**config.mk**
```make
export PLATFORM = sky130hd
export DESIGN_NAME = mpu_bus_bridge_flat
export DESIGN_NICKNAME = d
export VERILOG_FILES = /design/src/rtl/mpu_bus_pkg.sv /design/src/rtl/mpu_bus_bridge_if.sv /design/src/rtl/bus_timeout.sv /design/src/rtl/mpu_bus_bridge.sv /design/src/flat_wrapper.sv
export SDC_FILE = /design/constraint.sdc
export NUM_CORES = 1
export LEC_CHECK = 0
export CORE_UTILIZATION = 45
export CTS_CLUSTER_DIAMETER = 200
export DETAILED_ROUTE_END_ITERATION = 12
export PLACE_DENSITY = 0.84
export SKIP_CTS_REPAIR_TIMING = 1
export SLEW_MARGIN = 15
export SYNTH_ARGS = -nofsm -noshare
export SYNTH_HDL_FRONTEND = slang
export SYNTH_HIERARCHICAL = 1
export SYNTH_SLANG_ARGS = --single-unit
export TNS_END_PERCENT = 1
```
**constraint.sdc**
```tcl
create_clock -name CLK -period 4.1 [get_ports CLK]
set_input_delay 0.41 -clock CLK [delete_from_list [all_inputs] [get_ports CLK]]
set_output_delay 0.41 -clock CLK [all_outputs]
set_load 0.05 [all_outputs]
```
**src/rtl/mpu_bus_pkg.sv**
```systemverilog
// Shared definitions for the MPU bus bridge.
//   bridge_state_e   : bridge FSM state encoding (IDLE, REQ, DONE)
//   DefaultTimeout   : default REQ-cycle budget before an access aborts
//   DefaultErrData   : default read data returned on an aborted read
//   cnt_width()      : timeout counter width for a given budget
package mpu_bus_pkg;

    typedef enum logic [1:0] {
        StIdle = 2'd0,
        StReq  = 2'd1,
        StDone = 2'd2
    } bridge_state_e;

    localparam int unsigned DefaultTimeout = 16;
    localparam logic [7:0]  DefaultErrData = 8'hFF;

    // clog2(timeout+1); a disabled timeout still needs a 1-bit counter to elaborate.
    function automatic int unsigned cnt_width(input int unsigned timeout);
        return (timeout == 0) ? 1 : $clog2(timeout + 1);
    endfunction

endpackage

```
**src/rtl/mpu_bus_bridge_if.sv**
```systemverilog
// Bus bundle between the MPU, the bridge and the memory port.
//   MPU side    : ABL, ABH, R_W, DB_OUT (to bridge); RDY, DB_IN (from bridge)
//   Memory side : MEM_REQ, MEM_WE, MEM_ADDR, MEM_WDATA (from bridge);
//                 MEM_RDATA, MEM_ACK (to bridge)
//   Status      : BUS_ERR (from bridge), BUS_ERR_CLR (to bridge)
// Modport master is the bridge itself; modport slave is its environment.
interface mpu_bus_bridge_if;

    logic [7:0]  ABL;
    logic [7:0]  ABH;
    logic        R_W;
    logic [7:0]  DB_OUT;
    logic        RDY;
    logic [7:0]  DB_IN;
    logic        MEM_REQ;
    logic        MEM_WE;
    logic [15:0] MEM_ADDR;
    logic [7:0]  MEM_WDATA;
    logic [7:0]  MEM_RDATA;
    logic        MEM_ACK;
    logic        BUS_ERR;
    logic        BUS_ERR_CLR;

    modport master (
        input  ABL, ABH, R_W, DB_OUT, MEM_RDATA, MEM_ACK, BUS_ERR_CLR,
        output RDY, DB_IN, MEM_REQ, MEM_WE, MEM_ADDR, MEM_WDATA, BUS_ERR
    );

    modport slave (
        output ABL, ABH, R_W, DB_OUT, MEM_RDATA, MEM_ACK, BUS_ERR_CLR,
        input  RDY, DB_IN, MEM_REQ, MEM_WE, MEM_ADDR, MEM_WDATA, BUS_ERR
    );

endinterface

```
**src/rtl/bus_timeout.sv**
```systemverilog
// Request timeout counter for the MPU bus bridge.
//   CLK, RES_N : clock, asynchronous active-low reset
//   clear      : restart the count at zero
//   count_en   : one REQ cycle elapsed without completion
//   expire     : high when count_en is set on the last allowed cycle (TIMEOUT-1)
// TIMEOUT = 0 disables the timeout (expire stays low).
module bus_timeout
    import mpu_bus_pkg::*;
#(
    parameter int unsigned TIMEOUT = DefaultTimeout
) (
    input  logic CLK,
    input  logic RES_N,
    input  logic clear,
    input  logic count_en,
    output logic expire
);

    localparam int unsigned     CntW    = cnt_width(TIMEOUT);
    localparam logic [CntW-1:0] LastCnt = (TIMEOUT == 0) ? '0 : CntW'(TIMEOUT - 1);

    logic [CntW-1:0] cnt_q;

    // Saturates at LastCnt: the access aborts there, so the counter never wraps.
    always_ff @(posedge CLK or negedge RES_N) begin
        if (!RES_N) begin
            cnt_q <= '0;
        end else if (clear) begin
            cnt_q <= '0;
        end else if (count_en && (cnt_q != LastCnt)) begin
            cnt_q <= cnt_q + CntW'(1);
        end
    end

    assign expire = (TIMEOUT != 0) && count_en && (cnt_q == LastCnt);

endmodule

```
**src/rtl/mpu_bus_bridge.sv**
```systemverilog
// MPU bus bridge: turns each MPU bus cycle into a req/ack transaction on a
// 16-bit-address, 8-bit-data memory port and stalls the MPU through RDY until
// the memory acknowledges or the timeout aborts the access.
//   CLK, RES_N : clock, asynchronous active-low reset
//   bus        : mpu_bus_bridge_if.master (MPU, memory and error-flag signals)
// Parameters:
//   TIMEOUT    : REQ cycles allowed without MEM_ACK (0 = no timeout)
//   ERR_DATA   : read data returned on an aborted read
// Build option:
//   MPU_BUS_WPOST_EN : single-entry posted write buffer; writes complete in
//                      2 clocks and drain in the background.
// All outputs are registered.
module mpu_bus_bridge
    import mpu_bus_pkg::*;
#(
    parameter int unsigned TIMEOUT  = DefaultTimeout,
    parameter logic [7:0]  ERR_DATA = DefaultErrData
) (
    input logic              CLK,
    input logic              RES_N,
    mpu_bus_bridge_if.master bus
);

    bridge_state_e state_q;
    logic          rdy_q;
    logic          req_q;
    logic          we_q;
    logic          err_q;
    logic [7:0]    db_in_q;
    logic [7:0]    wdata_q;
    logic [15:0]   addr_q;

    logic tmo_clear;
    logic tmo_count;
    logic tmo_expire;

`ifdef MPU_BUS_WPOST_EN
    // A posted write is still in flight on the memory port.
    logic wp_pend_q;

    assign tmo_clear = (state_q == StIdle) && !wp_pend_q;
    assign tmo_count = (state_q == StReq) || wp_pend_q;
`else
    assign tmo_clear = (state_q == StIdle);
    assign tmo_count = (state_q == StReq);
`endif

    bus_timeout #(
        .TIMEOUT(TIMEOUT)
    ) u_timeout (
        .CLK     (CLK),
        .RES_N   (RES_N),
        .clear   (tmo_clear),
        .count_en(tmo_count),
        .expire  (tmo_expire)
    );

    always_ff @(posedge CLK or negedge RES_N) begin
        if (!RES_N) begin
            state_q   <= StIdle;
            rdy_q     <= 1'b0;
            req_q     <= 1'b0;
            we_q      <= 1'b0;
            err_q     <= 1'b0;
            db_in_q   <= 8'h00;
            wdata_q   <= 8'h00;
            addr_q    <= 16'h0000;
`ifdef MPU_BUS_WPOST_EN
            wp_pend_q <= 1'b0;
`endif
        end else begin
            // Clear first so that a timeout in the same cycle overrides it.
            if (bus.BUS_ERR_CLR) begin
                err_q <= 1'b0;
            end

`ifdef MPU_BUS_WPOST_EN
            // Background drain; a posted write never touches DB_IN.
            if (wp_pend_q) begin
                if (bus.MEM_ACK) begin
                    req_q     <= 1'b0;
                    wp_pend_q <= 1'b0;
                end else if (tmo_expire) begin
                    req_q     <= 1'b0;
                    err_q     <= 1'b1;
                    wp_pend_q <= 1'b0;
                end
            end
`endif

            unique case (state_q)
                StIdle: begin
                    rdy_q <= 1'b0;
`ifdef MPU_BUS_WPOST_EN
                    // Hold the MPU here until the buffered write has drained.
                    if (!wp_pend_q) begin
                        addr_q  <= {bus.ABH, bus.ABL};
                        we_q    <= ~bus.R_W;
                        wdata_q <= bus.DB_OUT;
                        req_q   <= 1'b1;
                        if (!bus.R_W) begin
                            wp_pend_q <= 1'b1;
                            rdy_q     <= 1'b1;
                            state_q   <= StDone;
                        end else begin
                            state_q <= StReq;
                        end
                    end
`else
                    addr_q  <= {bus.ABH, bus.ABL};
                    we_q    <= ~bus.R_W;
                    wdata_q <= bus.DB_OUT;
                    req_q   <= 1'b1;
                    state_q <= StReq;
`endif
                end

                StReq: begin
                    // Ack takes priority over a timeout expiring in the same cycle.
                    if (bus.MEM_ACK) begin
                        req_q   <= 1'b0;
                        rdy_q   <= 1'b1;
                        state_q <= StDone;
                        if (!we_q) begin
                            db_in_q <= bus.MEM_RDATA;
                        end
                    end else if (tmo_expire) begin
                        req_q   <= 1'b0;
                        err_q   <= 1'b1;
                        rdy_q   <= 1'b1;
                        state_q <= StDone;
                        if (!we_q) begin
                            db_in_q <= ERR_DATA;
                        end
                    end
                end

                StDone: begin
                    rdy_q   <= 1'b0;
                    state_q <= StIdle;
                end

                default: begin
                    rdy_q   <= 1'b0;
                    state_q <= StIdle;
                end
            endcase
        end
    end

    assign bus.RDY       = rdy_q;
    assign bus.DB_IN     = db_in_q;
    assign bus.MEM_REQ   = req_q;
    assign bus.MEM_WE    = we_q;
    assign bus.MEM_ADDR  = addr_q;
    assign bus.MEM_WDATA = wdata_q;
    assign bus.BUS_ERR   = err_q;

endmodule

```
**src/flat_wrapper.sv**
```systemverilog
// flat-port wrapper written by rule: the top's interface ports become plain ports
module mpu_bus_bridge_flat import mpu_bus_pkg::*;
#(
    parameter int unsigned TIMEOUT  = DefaultTimeout,
    parameter logic [7:0]  ERR_DATA = DefaultErrData
)
  (CLK, RES_N, bus_ABL, bus_ABH, bus_R_W, bus_DB_OUT, bus_MEM_RDATA, bus_MEM_ACK, bus_BUS_ERR_CLR, bus_RDY, bus_DB_IN, bus_MEM_REQ, bus_MEM_WE, bus_MEM_ADDR, bus_MEM_WDATA, bus_BUS_ERR);
  mpu_bus_bridge_if bus_i ();
  input logic CLK;
  input logic RES_N;
  input wire logic [$bits(bus_i.ABL)-1:0] bus_ABL;
  input wire logic [$bits(bus_i.ABH)-1:0] bus_ABH;
  input wire logic [$bits(bus_i.R_W)-1:0] bus_R_W;
  input wire logic [$bits(bus_i.DB_OUT)-1:0] bus_DB_OUT;
  input wire logic [$bits(bus_i.MEM_RDATA)-1:0] bus_MEM_RDATA;
  input wire logic [$bits(bus_i.MEM_ACK)-1:0] bus_MEM_ACK;
  input wire logic [$bits(bus_i.BUS_ERR_CLR)-1:0] bus_BUS_ERR_CLR;
  output wire logic [$bits(bus_i.RDY)-1:0] bus_RDY;
  output wire logic [$bits(bus_i.DB_IN)-1:0] bus_DB_IN;
  output wire logic [$bits(bus_i.MEM_REQ)-1:0] bus_MEM_REQ;
  output wire logic [$bits(bus_i.MEM_WE)-1:0] bus_MEM_WE;
  output wire logic [$bits(bus_i.MEM_ADDR)-1:0] bus_MEM_ADDR;
  output wire logic [$bits(bus_i.MEM_WDATA)-1:0] bus_MEM_WDATA;
  output wire logic [$bits(bus_i.BUS_ERR)-1:0] bus_BUS_ERR;
  assign bus_i.ABL = bus_ABL;
  assign bus_i.ABH = bus_ABH;
  assign bus_i.R_W = bus_R_W;
  assign bus_i.DB_OUT = bus_DB_OUT;
  assign bus_i.MEM_RDATA = bus_MEM_RDATA;
  assign bus_i.MEM_ACK = bus_MEM_ACK;
  assign bus_i.BUS_ERR_CLR = bus_BUS_ERR_CLR;
  assign bus_RDY = bus_i.RDY;
  assign bus_DB_IN = bus_i.DB_IN;
  assign bus_MEM_REQ = bus_i.MEM_REQ;
  assign bus_MEM_WE = bus_i.MEM_WE;
  assign bus_MEM_ADDR = bus_i.MEM_ADDR;
  assign bus_MEM_WDATA = bus_i.MEM_WDATA;
  assign bus_BUS_ERR = bus_i.BUS_ERR;
  mpu_bus_bridge #(.TIMEOUT(TIMEOUT), .ERR_DATA(ERR_DATA)) u_core (.CLK(CLK), .RES_N(RES_N), .bus(bus_i));
endmodule
```
==> results of run 1 <==
[how the worst max path moves through the flow]
stage	from	to	slack [ps]	depth (start not counted)
3_5_place_dp	u_core/state_q[1]	u_core/bus.MEM_ADDR[5]	1970	3
2_1_floorplan	u_core/u_timeout/cnt_q[0]	u_core/bus.DB_IN[0]	2220	7
5_1_grt	u_core/u_timeout/cnt_q[0]	u_core/bus.DB_IN[5]	1800	7
4_1_cts	u_core/u_timeout/cnt_q[0]	u_core/bus.DB_IN[3]	1970	7
6_report	u_core/u_timeout/cnt_q[0]	u_core/bus.DB_IN[3]	1970	7
3_3_place_gp	bus_MEM_ACK	u_core/bus.DB_IN[1]	2070	4
[through the flow]
| step | instance area [um2] | setup slack [ps] |
|---|---|---|
| 2_1_floorplan | 1768 | 2222 |
| 3_3_place_gp | 2529 | 2066 |
| 3_5_place_dp | 2529 | 1975 |
| 4_1_cts | 2629 | 1973 |
| 5_1_grt | 2634 | 1802 |
| 6_report | 2634 | 1967 |
[registers in the layout, summed over array words and instances, names as in the netlist]
| name | count |
|---|---|
| u_core/state_q | 2 |
| u_core/bus.MEM_WDATA | 8 |
| u_core/bus.MEM_REQ | 1 |
| u_core/bus.MEM_ADDR | 16 |
| u_core/u_timeout/cnt_q | 5 |
| u_core/bus.DB_IN | 8 |
| u_core/bus.MEM_WE | 1 |
| u_core/bus.BUS_ERR | 1 |
| u_core/bus.RDY | 1 |
[final cells by class]
type	count	area share (%)
Tap cell	48	2.280
Sequential cell	43	40.85
Clock buffer	8	3.800
Multi-Input combinational cell	70	24.89
Timing Repair Buffer	73	27.46
Inverter	5	0.7126
[report_power, final]
part | leakage [nW] | total (mW) | internal, mW | switching (mW)
logic | 0.548 | 0.949 | 0.364 | 0.585
registers | 0.502 | 0.647 | 0.562 | 0.0849
clock network | 0.0515 | 0.284 | 0.154 | 0.130
total | 1.10 | 1.88 | 1.08 | 0.800
[critical path, cell delays in order (launching register included)]
cell	delay, ps
dfrtp_1	410
ha_1	190
and3_1	170
ha_1	240
and2_1	170
nor2_1	100
nor3_4	360
mux2_2	390
[per-layer routing]
| metal | part of all wire [%] | global-route usage [%] |
|---|---|---|
| met4 | 3.0 | 10.83 |
| met3 | 5.6 | 3.873 |
| met1 | 40 | 23.16 |
| met2 | 51 | 31.58 |
| met5 | 0 | 0 |
[cell usage in the layout, fill, tap and decap left out, types with 2 or more instances in the layout]
cell type / count
inv_1: 5
dfrtp_1: 43
clkbuf_8: 7
or2b_1: 8
ha_1: 2
nor2_1: 8
a21oi_1: 2
o21ai_0: 2
mux2_2: 32
clkdlybuf4s50_1: 71
[cells by family after synthesis]
| kind of cell | share of synthesized area [%] |
|---|---|
| flops | 60.86 |
| mux | 21.80 |
| simple gates | 10.12 |
| compound gates | 2.477 |
| buf+inv | 2.335 |
| xor+xnor | 0.9910 |
| fa+ha+maj | 1.415 |
==> out/results.md, run 1 <==
| Group | Item | Value |
|:---|:---|:---|
| run status | Result of the run | completed |
| final layout | Final net count | 237 |
| global route | Via count of the first global-routing pass | 1277 |
| global route | Aggregate global routing overflow | 0 |
| yosys | Share of the yosys chip area belonging to registers | 60.86% |
| setup path | Required time at the worst-slack endpoint | 4270 ps |
| setup path | CP arrival | 2300 ps |
| global route | First-pass GRT wire length | 5920 um |
| yosys | Prevailing post-synth register cell | dfrtp_1 |
| final layout | Number of fillers in the final layout | 263 |
| final layout | Fin cells | 247 |
| yosys | Flops & latches, synth | 43 |
| final layout | Diodes inserted | 0 |
| hold path | Worst min path class | input pin to async pin |
| timing | Highest achievable clock rate | 468.7 MHz |
| yosys | Post-synthesis cell area | 1768 um2 |
| setup path | Flop-to-flop setup slack | 1970 ps |
| final layout | Multi-input gate area | 655.6 um2 |
| yosys | Count of synthesis-stage warnings from yosys | 6 |
| yosys | Top cell types by occurrence after synthesis | dfrtp_1 (43), mux2_2 (32), nor2_1 (8), or2b_1 (8), inv_1 (5) |
| floorplanning | Die span in y | 64.68 um |
| routing | DR WL/cell | 14.34 um |
| floorplanning | Starting density of the core | 47.58% |
| placement | Port Buffer Count | 72 |
| power | P_leak | 1.101 nW |
| routing | Count of vias placed by the detailed router | 1167 |
| setup path | Max FO, Critical Path | 8 |
| routing | Total iterations of the first detailed-routing run | 2 |
| global route | GRT Resource Usage Total | 19.08% |
| floorplanning | Placement row count | 22 |
| setup path | Type of the setup path with the least slack | flop to flop |
| setup path | CP Capture Type | flop |
| power | Worst vdd rail ir drop | 0.0004319 V |
| timing | Headroom to the max-slew limit | 38.94% |
| final layout | Ratio of cells with drive above 1 in the final layout | 23.62% |
| timing | Final clock skew | 4.416 ps |
| setup path | R2R depth | 7 |
| clock tree | Clock edge transition at the registers on the reported setup and hold paths | 70 ps |
| flow run | Max cap viols | 0 |
| clock tree | Clock sinks | 43 |
| floorplanning | Die area | 4184 um2 |
| timing | Worst hold slack across all endpoints | 255.4 ps |
| power | Ratio of total power to cell area | 713.8 nW/um2 |
| timing | Worst-Margin Slew | 915.9 ps |
| routing | DRC violations left | 0 |
| global route | Largest net degree at the start of global routing | 44 |
| floorplanning | I/O pin total | 73 |
| routing | 1st-iter DRT viols | 31 |
| clock tree | TritonCTS clock tree | built |
| timing | Final setup viols | 0 |
| clock tree | Number of buffers between clock root and the deepest sink | 2 |
| floorplanning | Placeable core region | 3716 um2 |
| clock tree | CTS root buffer | clkbuf_8 |
| setup path | Capturing point of the worst reg2reg path | u_core/bus.DB_IN[3] |
| timing | Number of hold violations in the final report | 0 |
| floorplanning | Horiz. Die Dim | 64.68 um |
| placement | HPWL Detailed | 2590 um |
| setup path | Reg-to-reg startpoint | u_core/u_timeout/cnt_q[0] |
| timing | Fin crit share | 52.04% |
| clock tree | Number of buffers created by CTS | 5 |
| setup path | Nature of the critical path startpoint | flop |
| clock tree | Clock latency on the worst-skew pair | 290 ps |
| timing | Post-route minimum period | 2133 ps |
| placement | Global placement routability congestion | 0.6742 |
| yosys | Distinct cells, synth | 25 |
| yosys | Number of nets produced by synthesis | 159 |
| timing | Aggregate negative setup slack | 0 ps |
| final layout | Storage cell area | 1076 um2 |
| global route | Number of antenna violations at the first check in global routing | 0 |
| routing | Count of antenna-violating nets left after detailed routing | 0 |
| yosys | Top cell type's share of synthesized area | 60.86% |
| routing | Wire length reported by the detailed router | 3542 um |
| yosys | Share of synthesized flip-flops with an asynchronous set or reset | 100.0% |
| timing | Final Slew Violations | 0 |
| yosys | Cell types with the largest area share after synthesis | dfrtp_1 (61%), mux2_2 (20%), or2b_1 (3.4%) |
| clock tree | Max H-tree Level | 2 |
| yosys | Library cell with the highest instance count after synthesis | dfrtp_1 |
| yosys | Count of flip-flops with a built-in enable after synthesis | 0 |
| timing | Setup repair after global routing missed its margin | no |
| power | Total Power | 1.880 mW |
| routing | Post-DR vias/cell | 4.725 |
| yosys | Mean cell area of the mapped netlist | 14.73 um2 |
| yosys | Cell accounting for the most synthesized area | dfrtp_1 |
| placement | Cell count after placement | 239 |
| final layout | Synth-to-layout area growth | 48.97% |
| yosys | Synthesized instance count | 120 |
| final layout | Post-route core utilization | 70.88% |
Power figures use the tool's default switching activity.
==> run 2: changes to the inputs <==
- CORE_UTILIZATION: 45 -> 42
- PLACE_DENSITY: 0.84 -> 0.79
- clock period: 4.1 -> 2.2 ns (I/O delays scaled with it)
==> out/results.md, run 2 (synthesis gave the netlist of run 1 again) <==
| Group | Item | Value | Delta |
|:---|:---|:---|:---|
| final layout | Fin cells | 250 | +1.2% |
| timing | Final Slew Violations | 0 | unchanged |
| run status | Result of the run | completed |  |
| timing | Headroom to the max-slew limit | 37.47% | -1.5 points |
| clock tree | CTS root buffer | clkbuf_8 |  |
| timing | Number of hold violations in the final report | 0 | unchanged |
| floorplanning | Placement row count | 23 | +4.5% |
| hold path | Worst min path class | input pin to async pin |  |
| timing | Worst-Margin Slew | 938.0 ps | +22.17 ps |
| setup path | Nature of the critical path startpoint | flop |  |
| routing | Count of antenna-violating nets left after detailed routing | 0 | unchanged |
| global route | GRT Resource Usage Total | 17.09% | -2.0 points |
| timing | Aggregate negative setup slack | 0 ps | unchanged |
| floorplanning | Horiz. Die Dim | 66.88 um | +3.4% |
| clock tree | Number of buffers created by CTS | 5 | unchanged |
| floorplanning | Starting density of the core | 43.88% | -3.7 points |
| routing | Total iterations of the first detailed-routing run | 4 | +2 |
| setup path | CP arrival | 2170 ps | -130 ps |
| timing | Fin crit share | 90.85% | +39 points |
| setup path | R2R depth | 8 | +1 |
| clock tree | Clock latency on the worst-skew pair | 290 ps | about the same |
| timing | Final setup viols | 0 | unchanged |
| placement | Cell count after placement | 242 | +1.3% |
| power | Total Power | 3.481 mW | +85% |
| final layout | Leading cell type in the layout, fill and taps excluded | clkdlybuf4s50_1 |  |
| final layout | Post-route core utilization | 65.75% | -5.1 points |
| power | Worst vdd rail ir drop | 0.0007731 V | +79% |
| final layout | Top library cells by usage in the layout, fill and taps aside | clkdlybuf4s50_1 (71), dfrtp_1 (43), mux2_2 (32), or2b_1 (8), nor2_1 (7) |  |
| routing | 1st-iter DRT viols | 48 | +55% |
| placement | HPWL Detailed | 2635 um | +1.7% |
| setup path | Type of the setup path with the least slack | flop to flop |  |
| timing | Highest achievable clock rate | 500.3 MHz | +6.7% |
| global route | Number of antenna violations at the first check in global routing | 0 | unchanged |
| clock tree | Number of buffers between clock root and the deepest sink | 2 | unchanged |
| flow run | Max cap viols | 0 | unchanged |
| placement | Total cell area at the placement stage | 2539 um2 | +0.40% |
| timing | Setup repair after global routing missed its margin | no |  |
| setup path | Crit. Startpoint | u_core/u_timeout/cnt_q[0] |  |
| setup path | CP Capture Type | flop |  |
| clock tree | TritonCTS clock tree | built |  |
| final layout | Diodes inserted | 0 | unchanged |
| clock tree | Clock edge transition at the registers on the reported setup and hold paths | 70 ps | about the same |
| final layout | Post-route cell area | 2649 um2 | +0.57% |
| placement | Global placement routability congestion | 0.7166 | +6.3% |
| timing | Post-route minimum period | 1999 ps | -134.7 ps |
| power | P_leak | 1.109 nW | +0.72% |
| power | Ratio of total power to cell area | 1314 nW/um2 | +84% |
| floorplanning | Die span in y | 66.88 um | +3.4% |
| placement | Port Buffer Count | 72 | unchanged |
| final layout | Final net count | 239 | +0.84% |
| routing | Post-DR vias/cell | 4.844 | +2.5% |
| global route | Largest net degree at the start of global routing | 44 | unchanged |
| global route | Aggregate global routing overflow | 0 | unchanged |
| setup path | Required time at the worst-slack endpoint | 2380 ps | -1890 ps |
| routing | Wire length reported by the detailed router | 3561 um | +0.54% |
| routing | DR WL/cell | 14.24 um | -0.67% |
| timing | Worst hold slack across all endpoints | 74.40 ps | -181.0 ps |
| final layout | Synth-to-layout area growth | 49.82% |  |
| setup path | Max FO, Critical Path | 8 | unchanged |
| setup path | Reg-to-reg startpoint | u_core/u_timeout/cnt_q[0] |  |
| floorplanning | I/O pin total | 73 | unchanged |
| timing | Final clock skew | 5.986 ps | +1.570 ps |
| clock tree | Clock sinks | 43 | unchanged |
| routing | DRC violations left | 0 | unchanged |
| final layout | Ratio of cells with drive above 1 in the final layout | 25.00% | +1.4 points |
| routing | Count of vias placed by the detailed router | 1211 | +3.8% |
| placement | Setup WS pre-CTS | 149.8 ps | -1825 ps |
| floorplanning | Placeable core region | 4029 um2 | +8.4% |
| global route | Via count of the first global-routing pass | 1179 | -7.7% |
| global route | First-pass GRT wire length | 5499 um | -7.1% |
| clock tree | Max H-tree Level | 2 | unchanged |
| final layout | Max FFs per register | 16 | unchanged |
| timing | Worst setup slack after layout | 201.2 ps | -1765 ps |
| floorplanning | Die area | 4473 um2 | +6.9% |
run 2: path summary, 6_finish.rpt:
path | endpoint | slack, ps
hold / removal | u_core/bus.MEM_WDATA[7] | 70
setup / recovery | u_core/bus.DB_IN[5] | 200
setup reg to reg | u_core/bus.DB_IN[5] | 200
hold reg to reg | u_core/bus.RDY | 500
max in group asynchronous | u_core/bus.MEM_ADDR[11] | 1540
min in group CLK | u_core/bus.MEM_WE | 480
run 2: critical path, stage by stage, from the launching register on:
cell	delay, ps
dfrtp_1	400
ha_1	190
and3_1	150
ha_1	210
and2_1	180
nor2_2	70
nor3_4	210
buf_12	150
mux2_2	330
run 2: cell type report:
cell class	instances	area, um2
Inverter	5	18.77
Tap cell	50	62.56
Sequential cell	43	1076
Clock buffer	6	82.58
Clock inverter	1	5.005
Fill cell	318	1380
Multi-Input combinational cell	70	653.1
Timing Repair Buffer	75	750.7
run 2: routing by layer:
metal | routed length (um) | share of wire (%) | vias to the layer above | track usage, %
li1 | - | - | 574 | -
met1 | 1399 | 39 | 586 | 19.38
met2 | 1868 | 52 | 49 | 29.17
met3 | 287 | 8.1 | 2 | 7.192
met4 | 6 | 0.17 | 0 | 4.787
met5 | 0 | 0 | - | 0
run 2: where the power goes:
group	total, mW	switching (mW)	internal [mW]	leakage [nW]
Sequential	1.21	0.158	1.05	0.502
Clock	0.487	0.241	0.246	0.0470
Combinational	1.79	1.10	0.691	0.560
Total	3.48	1.50	1.99	1.11
